<file path="src/rtl/pxeboot_flash_rdrsp.sv">
// Flash-side Avalon-MM burst-read responder: splits one burst into single-word memory
// reads and returns all-ones for words outside the OptionROM window. Optional macro: PXEBOOT_FLASH_RDRSP_TIMEOUT_EN.
module pxeboot_flash_rdrsp #(
    parameter int          FLASH_ADDR_WIDTH = 28,
    parameter logic [31:0] WIN_BADDR        = 32'h0B80_0000,
    parameter int          WIN_SIZE_KB      = 32,
    parameter int          MAX_BURST        = 64,
    parameter int          TIMEOUT_CYC      = 1024
) (
    input  logic                        clk,
    input  logic                        reset,
    input  logic [FLASH_ADDR_WIDTH-1:0] avmm_slv_addr,
    input  logic                        avmm_slv_read,
    input  logic [6:0]                  avmm_slv_burstcnt,
    output logic [31:0]                 avmm_slv_rddata,
    output logic                        avmm_slv_rddvld,
    output logic                        avmm_slv_waitreq,
    output logic                        mem_rd_req,
    output logic [FLASH_ADDR_WIDTH-3:0] mem_rd_addr,
    input  logic                        mem_rd_ack,
    input  logic [31:0]                 mem_rd_data,
    input  logic                        status_clr,
    output logic [31:0]                 rsp_status
);
    localparam int          WA_W    = FLASH_ADDR_WIDTH - 2;
    localparam int          WIN_WSH = $clog2(WIN_SIZE_KB * 256);
    localparam int          WIN_BSH = $clog2(WIN_SIZE_KB * 1024);
    localparam logic [31:0] WIN_TAG = WIN_BADDR >> WIN_BSH;

    typedef enum logic [1:0] {IDLE, MEM_RD, FILL} state_t;

    function automatic logic f_in_win(input logic [WA_W-1:0] wa);
        logic [31:0] w;
        w = 32'(wa);
        return (w >> WIN_WSH) == WIN_TAG;
    endfunction

    state_t            r_state;
    logic [WA_W-1:0]   r_waddr;
    logic [6:0]        r_remain;
    logic [31:0]       r_rddata;
    logic              r_rddvld;
    logic              r_req;
    logic              r_bad, r_tmo, r_oow;
    logic [15:0]       r_beats;

    logic              w_accept, w_bad, w_ack, w_tmo, w_last, w_next_in, w_unused;
    logic [6:0]        w_cnt;
    logic [WA_W-1:0]   w_cmd_wa, w_next_wa;

    assign avmm_slv_waitreq = reset | (r_state != IDLE);
    assign w_accept  = avmm_slv_read & ~avmm_slv_waitreq;
    assign w_cmd_wa  = avmm_slv_addr[FLASH_ADDR_WIDTH-1:2];
    assign w_bad     = (avmm_slv_burstcnt == 7'd0) || (avmm_slv_burstcnt > 7'(MAX_BURST));
    assign w_cnt     = (avmm_slv_burstcnt == 7'd0)          ? 7'd1 :
                       (avmm_slv_burstcnt > 7'(MAX_BURST))  ? 7'(MAX_BURST) : avmm_slv_burstcnt;
    assign w_next_wa = r_waddr + WA_W'(1);
    assign w_next_in = f_in_win(w_next_wa);
    assign w_last    = (r_remain == 7'd1);
    assign w_ack     = r_req & mem_rd_ack;

`ifdef PXEBOOT_FLASH_RDRSP_TIMEOUT_EN
    localparam int TW = $clog2(TIMEOUT_CYC + 1);
    logic [TW-1:0] r_tmo_cnt;

    // Timeout fires in the TIMEOUT_CYC-th unacknowledged cycle; a same-cycle ack wins.
    assign w_tmo    = r_req & ~mem_rd_ack & (r_tmo_cnt == TW'(TIMEOUT_CYC - 1));
    assign w_unused = ^avmm_slv_addr[1:0];

    always_ff @(posedge clk) begin
        if (reset || !r_req || mem_rd_ack || w_tmo) r_tmo_cnt <= '0;
        else                                         r_tmo_cnt <= r_tmo_cnt + TW'(1);
    end
`else
    assign w_tmo    = 1'b0;
    assign w_unused = ^{avmm_slv_addr[1:0], 1'(TIMEOUT_CYC)};
`endif

    always_ff @(posedge clk) begin
        if (reset) begin
            r_state  <= IDLE;
            r_waddr  <= '0;
            r_remain <= '0;
            r_rddata <= '0;
            r_rddvld <= 1'b0;
            r_req    <= 1'b0;
        end else begin
            r_rddvld <= 1'b0;
            case (r_state)
                IDLE: if (w_accept) begin
                    r_waddr  <= w_cmd_wa;
                    r_remain <= w_cnt;
                    r_req    <= f_in_win(w_cmd_wa);
                    r_state  <= f_in_win(w_cmd_wa) ? MEM_RD : FILL;
                end
                MEM_RD: if (w_ack || w_tmo) begin
                    r_rddvld <= 1'b1;
                    r_rddata <= w_ack ? mem_rd_data : 32'hFFFF_FFFF;
                    r_remain <= r_remain - 7'd1;
                    if (w_last) begin
                        r_state <= IDLE;
                        r_req   <= 1'b0;
                    end else begin
                        r_waddr <= w_next_wa;
                        r_state <= w_next_in ? MEM_RD : FILL;
                        // After a timeout the request drops for one cycle before relaunching.
                        r_req   <= w_next_in & w_ack;
                    end
                end else if (!r_req) begin
                    r_req <= 1'b1;
                end
                FILL: begin
                    r_rddvld <= 1'b1;
                    r_rddata <= 32'hFFFF_FFFF;
                    r_remain <= r_remain - 7'd1;
                    if (w_last) begin
                        r_state <= IDLE;
                    end else begin
                        r_waddr <= w_next_wa;
                        r_state <= w_next_in ? MEM_RD : FILL;
                        r_req   <= w_next_in;
                    end
                end
                default: r_state <= IDLE;
            endcase
        end
    end

    always_ff @(posedge clk) begin
        if (reset || status_clr) begin
            r_bad   <= 1'b0;
            r_tmo   <= 1'b0;
            r_oow   <= 1'b0;
            r_beats <= '0;
        end else begin
            if (w_accept && w_bad)       r_bad   <= 1'b1;
            if (r_state == MEM_RD && w_tmo) r_tmo <= 1'b1;
            if (r_state == FILL)         r_oow   <= 1'b1;
            if (r_rddvld)                r_beats <= r_beats + 16'd1;
        end
    end

    assign avmm_slv_rddata = r_rddata;
    assign avmm_slv_rddvld = r_rddvld;
    assign mem_rd_req      = r_req;
    assign mem_rd_addr     = r_waddr;
    assign rsp_status      = {r_beats, 12'd0, r_oow, r_tmo, r_bad, (r_state != IDLE)};
endmodule

</file>
<file path="config.mk">
export PLATFORM = sky130hd
export DESIGN_NAME = pxeboot_flash_rdrsp
export DESIGN_NICKNAME = d
export VERILOG_FILES = /design/src/rtl/pxeboot_flash_rdrsp.sv
export SDC_FILE = /design/constraint.sdc
export NUM_CORES = 1
export LEC_CHECK = 0
export CORE_ASPECT_RATIO = 1.4
export CORE_MARGIN = 4
export CORE_UTILIZATION = 30
export CTS_BUF_LIST = sky130_fd_sc_hd__clkbuf_8
export DETAILED_ROUTE_END_ITERATION = 8
export SETUP_SLACK_MARGIN = 0.4
export SLEW_MARGIN = 40
export SYNTH_ARGS = -nofsm -noshare
export SYNTH_HDL_FRONTEND = slang
export SYNTH_SLANG_ARGS = --single-unit
</file>
<file path="constraint.sdc">
create_clock -name clk -period 2.1 [get_ports clk]
set_input_delay 0.42 -clock clk [delete_from_list [all_inputs] [get_ports clk]]
set_output_delay 0.42 -clock clk [all_outputs]
set_load 0.03 [all_outputs]
</file>
==> qor.txt <==
status: finished, violations left
failing checks: negative setup slack
Final Hold Fails: 0
IO Count: 165
multiplexer share of the synthesized area: 0.00638
share of layout cells above drive strength 1: 0.223
crit path launch type: flip-flop
Setup violations, final: 2
Routed WL: 16000 um
largest family of logic cells by synthesized area: simple AND/OR/NAND/NOR gates
total power: 5510 uW
Final Cycle Share: 1.04
layout net count: 885
hold_buf cts: 0
Skew-Pair Late Insertion Delay: 0.37 ns
WP buf/inv: 0
vias in the first global route: 5159
CP peak stage delay: 0.57 ns
die width: 114 um
Initial Utilization: 0.310
DR WL/cell: 15.9 um
CTS Sinks: 87
TritonCTS clock tree: done
post-route insts no fill: 1002
crit path DAT: 2.43 ns
worst path cell trace: nand4_4, or4_4, nor3_4, o221ai_2, or4b_4, o21a_1
RSZ-0062 raised after global routing: true
clock-pin slew on the worst setup and hold paths: 0.11 ns
# rows: 53
detailed-route via count: 5139
Final GP Congestion: 0.920
Post-DP Area: 0.00700 sq mm
most common cell after layout, fill and taps aside: buf_4
Worst Path Required: 2.35 ns
ys flop type: dfxtp_1
1st-pass router iterations: 4
register bit total from synthesis: 87
dominant cell type by area after synthesis: dfxtp_1
Core ar.: 0.0152 sq mm
drt drc: 0
Post-synth EDFFs: 0
dpl hpwl: 12100 um
R2R Setup Slk: -0.08 ns
maximum capacitance violations: 0
Pleak: 0.00300 uW
synth warn: 0
n_diodes: 0
Die Span Y: 156 um
Adder-Cell Fraction of Synth Area: 0.0234
DRT iter0 DRCs: 238
post-synth cell types: 65
sequential share of the synthesized area: 0.370
Num CTS Buffers: 9
dominant cells by area after synthesis: dfxtp_1 (37%), nor3_1 (8.2%), nor2_1 (6.1%), o21ai_0 (3.3%), a21oi_1 (3.2%)
cells after synthesis: 606
hold slack: 0.408 ns
CTS Buffer Depth: 2
crit path kind: flip-flop to flip-flop
Die Area: 0.0178 sq mm
final setup margin: -0.0803 ns
mapped cell area: 0.00471 sq mm
H-Tree Depth: 3
final instance area: 0.00723 sq mm
Final Skew: 0.0203 ns
IO buf count: 149
syn_area_per_cell: 7.77 sq um
min Tclk post-route: 2.18 ns
GRT Total Usage: 0.175
Post-synth ARST share: 0
pre-CTS setup slack: -0.246 ns
Crit Path Max Fanout: 4
pin count of the biggest net entering global routing: 69
Synth Area in Simple Gates: 0.311
worst hold path type: input pin to flip-flop
kind of cell adding the most delay to the critical path: simple AND/OR/NAND/NOR gates
Synth Area in XOR/XNOR: 0.0372
first-pass GRT wire length: 25500 um
top achievable clock speed: 0.459 GHz
PwrDens: 762 mW/mm^2
Yosys top cell area share: 0.370
slowest CP cell: or4_4
Max Slew Vio Count: 0
Layout area overhead: 53.5%
compound-gate portion of the synthesized area: 0.182
root buf cell: clkbuf_8
Inst Count DP: 984
routed vias/inst: 5.13
crit end category: flip-flop
grt total ovfl: 0
IR drop worst, VDD: 0.384 mV
initial antenna violation count: 0
commonest cells after routing, fill and taps aside: buf_4 (79), nor2_1 (77), nor3_1 (75)
Final ANT Viol Nets: 0
## state kept, by name, summed over array words and instances (netlist names)
name	count
r_remain	7
r_bad	1
avmm_slv_rddvld	1
r_state	2
mem_rd_addr	26
r_beats	16
r_oow	1
mem_rd_req	1
avmm_slv_rddata	32
## cell type report
class	instances	area [sq um]
sequential	87	1810
inverter	12	45.0
tap	192	240
clock buffer	9	124
clock inverter	7	86.3
fill	1519	7960
timing repair buffer	234	2090
multi-input combinational	461	2840
## synthesized netlist by cell type (8+ instances only)
master / number
nand3_1: 20
a21o_1: 8
inv_1: 11
nor2_1: 77
ha_1: 8
clkbuf_1: 37
xnor2_1: 8
nand2_1: 39
nor3_1: 77
o21ai_0: 31
a21oi_1: 30
and3_1: 10
a211oi_1: 9
nand4_1: 14
buf_4: 15
dfxtp_1: 87
xor2_1: 12
## stage by stage
step / setup TNS (ns) / utilization
3_3_place_gp: -1.42 / 0.461
2_1_floorplan: -0.164 / -
6_report: -0.0907 / 0.476
4_1_cts: -0.139 / 0.476
5_1_grt: -0.227 / 0.476
3_5_place_dp: -2.20 / 0.461
## report_power, final
| group | internal [uW] | switching (uW) |
|---|---|---|
| Combinational | 906 | 1260 |
| Clock | 581 | 706 |
| Sequential | 1870 | 187 |
## path summary, 6_finish.rpt
path                        end  cells after the start                from
max                  r_state[1]                      6      mem_rd_addr[8]
min                       r_bad                      3       avmm_slv_read
min reg2reg  avmm_slv_rddata[8]                      2  avmm_slv_rddata[8]
max reg2reg          r_state[1]                      6      mem_rd_addr[8]
## worst min-delay path, stage by stage
cell	delay, ns
dlymetal6s2s_1	0.11
a41oi_1	0.13
nor2_1	0.07
## cells by family (layout without fill, tap and decap cells)
logic type / count (synthesis) / after routing
compound gates: 132 / 132
fa+ha+maj: 9 / 9
buf+inv: 70 / 262
flops: 87 / 87
mux: 3 / 3
simple gates: 284 / 284
xor+xnor: 20 / 20
other cells: 1 / 13
## routing by layer
| metal | part of all wire | GRT usage | vias to the layer above |
|---|---|---|---|
| met3 | 0.072 | 0.0460 | 22 |
| met1 | 0.40 | 0.200 | 2406 |
| met5 | 0 | 0 | - |
| met4 | 0.021 | 0.0600 | 0 |
| met2 | 0.51 | 0.312 | 157 |
| li1 | - | - | 2554 |
## what timing repair did
action,4_1_cts,5_1_grt
pin swaps,12,7
endpoints found under the setup margin,112,52
buffers inserted,1,1
gates resized for setup,136,26
No activity file was read; power rests on OpenSTA's default activity.
